`config.mk`:
```
export PLATFORM = sky130hd
export DESIGN_NAME = uart_tx_mmio
export DESIGN_NICKNAME = d
export VERILOG_FILES = /design/src/rtl/uart_tx_mmio.sv
export SDC_FILE = /design/constraint.sdc
export NUM_CORES = 1
export LEC_CHECK = 0
export ABC_AREA = 1
export CAP_MARGIN = 20
export CORE_ASPECT_RATIO = 1.2
export CORE_MARGIN = 10
export CORE_UTILIZATION = 40
export DETAILED_ROUTE_END_ITERATION = 8
export PLACE_DENSITY = 0.75
export SETUP_SLACK_MARGIN = 0.4
export SYNTH_ARGS = -nofsm -noshare
export SYNTH_HDL_FRONTEND = slang
export SYNTH_SLANG_ARGS = --single-unit
```
`constraint.sdc`:
```
create_clock -name clk -period 4.29 [get_ports clk]
set_input_delay 0.6435 -clock clk [delete_from_list [all_inputs] [get_ports clk]]
set_output_delay 0.6435 -clock clk [all_outputs]
set_load 0.05 [all_outputs]
```
`src/rtl/uart_tx_mmio.sv`:
```
// uart_tx_mmio: memory-mapped UART transmitter sitting beside data memory.
//
// Stores to TX_DATA (BASE_ADDR+0) queue a byte in a small FIFO; an FSM
// sends each byte as an 8N1 frame, LSB first. STATUS (BASE_ADDR+4) reads as
// {28'b0, overflow, fifo_empty, fifo_full, busy}. A store to STATUS with
// bit 3 set clears the sticky overflow flag.
//
// Optional feature: define UART_TX_PARITY_EN to insert an even-parity bit
// between the data bits and the stop bit (frame becomes 11 bit periods).
//
// Ports:
//   clk           system clock, rising edge
//   reset         asynchronous, active-high reset
//   Mem_Write_i   store strobe from the control unit
//   Mem_Read_i    load strobe from the control unit
//   Address_i     byte address (ALU result)
//   Write_Data_i  store data (rs2)
//   Read_Data_o   load data, combinational
//   Sel_o         address falls in this block's 8-byte window, combinational
//   Tx_o          serial line, registered, idles high
//   Busy_o        FSM active or FIFO non-empty, combinational
module uart_tx_mmio #(
  parameter logic [31:0] BASE_ADDR    = 32'h1001_0100,
  parameter int unsigned CLKS_PER_BIT = 434,
  parameter int unsigned FIFO_DEPTH   = 4
) (
  input  logic        clk,
  input  logic        reset,
  input  logic        Mem_Write_i,
  input  logic        Mem_Read_i,
  input  logic [31:0] Address_i,
  input  logic [31:0] Write_Data_i,
  output logic [31:0] Read_Data_o,
  output logic        Sel_o,
  output logic        Tx_o,
  output logic        Busy_o
);

  localparam int unsigned IDX_W  = $clog2(FIFO_DEPTH);
  localparam int unsigned PTR_W  = IDX_W + 1;
  localparam int unsigned BAUD_W = $clog2(CLKS_PER_BIT);
  localparam logic [BAUD_W-1:0] BAUD_RELOAD = BAUD_W'(CLKS_PER_BIT - 1);

`ifdef UART_TX_PARITY_EN
  typedef enum logic [2:0] {
    ST_IDLE,
    ST_START,
    ST_DATA,
    ST_PARITY,
    ST_STOP
  } state_e;
`else
  typedef enum logic [1:0] {
    ST_IDLE,
    ST_START,
    ST_DATA,
    ST_STOP
  } state_e;
`endif

  // Registers
  state_e            state_q, state_d;
  logic [BAUD_W-1:0] baud_q, baud_d;
  logic [2:0]        bit_q, bit_d;
  logic [7:0]        shift_q, shift_d;
  logic              tx_q, tx_d;
  logic [PTR_W-1:0]  wr_ptr_q, wr_ptr_d;
  logic [PTR_W-1:0]  rd_ptr_q, rd_ptr_d;
  logic              ovf_q, ovf_d;
`ifdef UART_TX_PARITY_EN
  logic              parity_q, parity_d;
`endif
  logic [7:0]        mem_q [FIFO_DEPTH];

  // Combinational helpers
  logic       sel_c;
  logic       wr_data_c;
  logic       wr_stat_c;
  logic       fifo_empty_c;
  logic       fifo_full_c;
  logic       push_c;
  logic       pop_c;
  logic [7:0] head_c;
  logic       unused_bits_c;

  // Address decode: 8-byte window, bit 2 picks the register, bits 1:0 ignored
  assign sel_c     = (Address_i[31:3] == BASE_ADDR[31:3]);
  assign Sel_o     = sel_c;
  assign wr_data_c = Mem_Write_i & sel_c & ~Address_i[2];
  assign wr_stat_c = Mem_Write_i & sel_c &  Address_i[2];

  assign unused_bits_c = ^{Address_i[1:0], Write_Data_i[31:8]};

  // FIFO status from extended pointers
  assign fifo_empty_c = (wr_ptr_q == rd_ptr_q);
  assign fifo_full_c  = (wr_ptr_q[PTR_W-1] != rd_ptr_q[PTR_W-1]) &&
                        (wr_ptr_q[IDX_W-1:0] == rd_ptr_q[IDX_W-1:0]);

  // Full is judged before any same-edge pop, so a full FIFO never accepts
  assign push_c = wr_data_c & ~fifo_full_c;
  assign head_c = mem_q[rd_ptr_q[IDX_W-1:0]];

  // FIFO pointers and sticky overflow flag
  always_comb begin
    wr_ptr_d = wr_ptr_q + PTR_W'(push_c);
    rd_ptr_d = rd_ptr_q + PTR_W'(pop_c);
    ovf_d    = ovf_q;
    if (wr_data_c && fifo_full_c) begin
      ovf_d = 1'b1;
    end else if (wr_stat_c && Write_Data_i[3]) begin
      ovf_d = 1'b0;
    end
  end

  // FIFO storage; contents are don't-care until the write pointer passes them
  always_ff @(posedge clk) begin
    if (push_c) begin
      mem_q[wr_ptr_q[IDX_W-1:0]] <= Write_Data_i[7:0];
    end
  end

  // Transmit FSM next-state and line value
  always_comb begin
    state_d  = state_q;
    baud_d   = baud_q;
    bit_d    = bit_q;
    shift_d  = shift_q;
    tx_d     = tx_q;
    pop_c    = 1'b0;
`ifdef UART_TX_PARITY_EN
    parity_d = parity_q;
`endif
    case (state_q)
      ST_IDLE: begin
        tx_d = 1'b1;
        if (!fifo_empty_c) begin
          pop_c   = 1'b1;
          shift_d = head_c;
          baud_d  = BAUD_RELOAD;
          tx_d    = 1'b0;
          state_d = ST_START;
`ifdef UART_TX_PARITY_EN
          parity_d = ^head_c;
`endif
        end
      end

      ST_START: begin
        if (baud_q == '0) begin
          baud_d  = BAUD_RELOAD;
          tx_d    = shift_q[0];
          bit_d   = 3'd0;
          state_d = ST_DATA;
        end else begin
          baud_d = baud_q - BAUD_W'(1);
        end
      end

      ST_DATA: begin
        if (baud_q == '0) begin
          baud_d = BAUD_RELOAD;
          if (bit_q == 3'd7) begin
`ifdef UART_TX_PARITY_EN
            tx_d    = parity_q;
            state_d = ST_PARITY;
`else
            tx_d    = 1'b1;
            state_d = ST_STOP;
`endif
          end else begin
            // Next bit comes from shift_q[1] since the shift lands this edge
            shift_d = shift_q >> 1;
            tx_d    = shift_q[1];
            bit_d   = bit_q + 3'd1;
          end
        end else begin
          baud_d = baud_q - BAUD_W'(1);
        end
      end

`ifdef UART_TX_PARITY_EN
      ST_PARITY: begin
        if (baud_q == '0) begin
          baud_d  = BAUD_RELOAD;
          tx_d    = 1'b1;
          state_d = ST_STOP;
        end else begin
          baud_d = baud_q - BAUD_W'(1);
        end
      end
`endif

      ST_STOP: begin
        tx_d = 1'b1;
        if (baud_q == '0) begin
          state_d = ST_IDLE;
        end else begin
          baud_d = baud_q - BAUD_W'(1);
        end
      end

      default: begin
        tx_d    = 1'b1;
        state_d = ST_IDLE;
      end
    endcase
  end

  // State register; reset aborts any frame and drops queued bytes
  always_ff @(posedge clk or posedge reset) begin
    if (reset) begin
      state_q  <= ST_IDLE;
      baud_q   <= '0;
      bit_q    <= '0;
      shift_q  <= '0;
      tx_q     <= 1'b1;
      wr_ptr_q <= '0;
      rd_ptr_q <= '0;
      ovf_q    <= 1'b0;
`ifdef UART_TX_PARITY_EN
      parity_q <= 1'b0;
`endif
    end else begin
      state_q  <= state_d;
      baud_q   <= baud_d;
      bit_q    <= bit_d;
      shift_q  <= shift_d;
      tx_q     <= tx_d;
      wr_ptr_q <= wr_ptr_d;
      rd_ptr_q <= rd_ptr_d;
      ovf_q    <= ovf_d;
`ifdef UART_TX_PARITY_EN
      parity_q <= parity_d;
`endif
    end
  end

  assign Tx_o   = tx_q;
  assign Busy_o = (state_q != ST_IDLE) | ~fifo_empty_c;

  // Load path: only STATUS returns data
  always_comb begin
    Read_Data_o = '0;
    if (Mem_Read_i && sel_c && Address_i[2]) begin
      Read_Data_o = {28'b0, ovf_q, fifo_empty_c, fifo_full_c, Busy_o};
    end
  end

endmodule
```
==> results.cfg <==
[grt]
globalRoute.totalOverflow = 0
track_usage_pct = 12.4
antenna_found_initial = 0
grt_pass1_wl_mm = 12.9
grt_max_degree = 31
grt_pass1_vias = 2786

[timing]
max_freq_ghz = 0.278
finalCriticalPeriod_ns = 3.59
setup_tns_ns = 0
rsz0062_at_grt = false
fin_skew_ns = 0.00949
setup_viol = 0
finalCritPeriodShare_pct = 83.7
worst_slew_pin_slew_ns = 0.806
maxSlewHeadroom_pct = 46.1
hold_viol = 0
maxSlewViolCount = 0

[run]
maxCapViolCount = 0

[setup_path]
r2r_end = mem_q[3][7]
critPathLaunchType = primary input
rr_worst_depth = 6
path_max_fanout = 6
cp-end-kind = output port
crit_type = primary input to output port
r2r-start = rd_ptr_q[0]
r2r_slack_ns = 1.73
required_ns = 3.65
arrival_ns = 2.95

[route]
dr_wl_met2_mm = 3.96
routed_wl_mm = 7.67
vias = 2861
first_pass_iters = 4
drt_iter0_markers = 151
drc = 0
postRouteAntennaNets = 0
wl_met1_mm = 3.00
wl_per_cell_um = 12.6
via_per_inst = 4.71
highest_layer = met4
wl_met3_um = 509

[hold_path]
worstHoldEndpoint = shift_q[7]
hold_start = shift_q[7]
hold_depth = 2
hold_path.class = register to register

[synthesis]
yosys.area.top_type_share_pct = 27.4
netlist_instances = 432
syn-cell-area_um2 = 3510
yosys.area_share.simple_pct = 30.8
synthFlopType = edfxtp_1
synth_top_family_by_area = simple AND/OR/NAND/NOR gates
synth.distinct_cells = 31
synth_area_leaders = edfxtp_1 (27%), dfrtp_1 (21%), nand2_1 (14%), nand3_1 (6.8%), buf_4 (6.4%)
yosysTopAreaCell = edfxtp_1
synth_common_cells = nand2_1 (131), nor2_1 (58), nand3_1 (48)
synth_edf_count = 32
synth-async-reset-ratio_pct = 48.4
synthMuxAreaShare_pct = 0
avgSynthCellArea_um2 = 8.13
synth-compound-area-share_pct = 3.28
yosysSeqAreaShare_pct = 48.8
yosys_warnings = 0
yosys.area_share.adder_pct = 3.92
ys_ff_latch = 62
synth_xor_area_share_pct = 1.21
post-synth-top-count-cell = nand2_1

[cts]
ctsResizeCount = 0
cts_tree = yes
clock_path_buffers = 2
clock-root-buffer = clkbuf_8
postCtsSetupBuffers = 0
cts_sinks = 62
htreeDepth = 3
clock_latency_ns = 0.35
clk_pin_slew_ns = 0.08
cts_buffers = 9
cts-hold-fix-buffers = 0

[place]
place_inst = 591
io_buffers = 48
gp_congestion = 0.844
dp_hpwl_mm = 5.78

[final_layout]
drive_gt1_share_pct = 6.53
area_growth_pct = 19.0
nFillCells = 818
regArea_um2 = 1710
fin_nets = 564
finalNonFillerCells = 607
utilization_pct = 48.8
num_antenna_cells = 0
multiInputGateArea_um2 = 1480

[floorplanning]
die_h_um = 123
die_w_um = 106
die_area_um2 = 12900
fp.coreArea_um2 = 8560
num_rows = 37
start_util_pct = 41.0
ios = 103

[pwr]
max-vdd-ir-drop_mv = 0.265
totalPowerFinal_uw = 1350
power_density_nw_per_um2 = 323
p_leak_uw = 0.00195

[run_status]
outcome = completed
## how the worst max path moves through the flow
stage	startpoint	end	slack (ns)	cells past startpoint
after global routing	Address_i[8]	Read_Data_o[2]	0.47	8
after detailed placement	Address_i[8]	Read_Data_o[2]	0.73	8
after CTS	Address_i[24]	Read_Data_o[2]	0.74	9
after global placement	Address_i[8]	Read_Data_o[2]	0.78	8
after floorplan	Address_i[7]	Read_Data_o[0]	0.89	7
final	Address_i[8]	Read_Data_o[2]	0.70	8
## through the flow
stage               worst slack, ns  cell area, µm²  hold WS (ns)
finish                        0.699            4180         0.481
global route                  0.469            4180         0.499
floorplan                     0.886            3610         0.442
global placement              0.777            4000         0.455
CTS                           0.739            4180         0.481
detailed placement            0.730            4000         0.463
## area by class of cell
type                       count  share of cell area (%)
sequential                    62                    41.0
timing repair buffer          49                    11.7
inverter                      45                    4.10
multi-input combinational    318                    35.4
clock buffer                   9                    2.96
tap                          117                    3.50
clock inverter                 7                    1.35
## kinds of logic (layout without fill, tap and decap cells)
family                   Yosys count  after routing
AND/OR/NAND/NOR                  254            254
AO/OA/AOI/OAI                     21             21
flip-flops                        62             62
buffers and inverters             79            110
other                              1             28
XOR/XNOR                           4              4
adder cells (fa/ha/maj)           11             11
## power breakdown
group	leakage, µW	internal [µW]	total [µW]	switching, µW
registers	0.000703	653	672	18.7
logic	0.00116	67.8	204	136
clock network	0.0000910	217	473	256
total	0.00195	938	1350	411
## layout by cell type, fill, tap and decap left out, types with 2 or more instances in the layout
master / Yosys / routed
nand2_1: 131 / 131
nor2_1: 58 / 58
nand3_1: 48 / 48
clkdlybuf4s50_1: 0 / 48
inv_1: 42 / 42
edfxtp_1: 32 / 32
dfrtp_1: 29 / 29
conb_1: 1 / 28
o21ai_0: 11 / 11
ha_1: 11 / 11
clkbuf_8: 0 / 9
a21oi_1: 6 / 6
nand2_2: 4 / 4
inv_6: 0 / 4
nand3b_1: 3 / 3
nand4_1: 3 / 3
nor2_2: 2 / 2
nor3_1: 2 / 2
inv_2: 2 / 2
xor2_1: 2 / 2
## flip-flops by register name, summed over array words and instances, names as in the netlist
signal    count
shift_q       8
ovf_q         1
baud_q        9
rd_ptr_q      3
state_q       2
Tx_o          1
bit_q         3
mem_q        32
wr_ptr_q      3
## layer usage
layer / track usage (%) / up-vias
met4: 7.29 / 0
li1: - / 1438
met2: 22.3 / 80
met1: 12.5 / 1330
met5: 0 / -
met3: 3.88 / 13
## worst max-delay path, cell delays in order
cell and delay [ns]:
clkdlybuf4s50_1 0.49, nand2_1 0.06, nor3_1 0.18, nand2_1 0.07
nor2_1 0.29, nand3_1 0.21, nor2_1 0.14, clkdlybuf4s50_1 0.86
(Power assumes the default switching activity.)
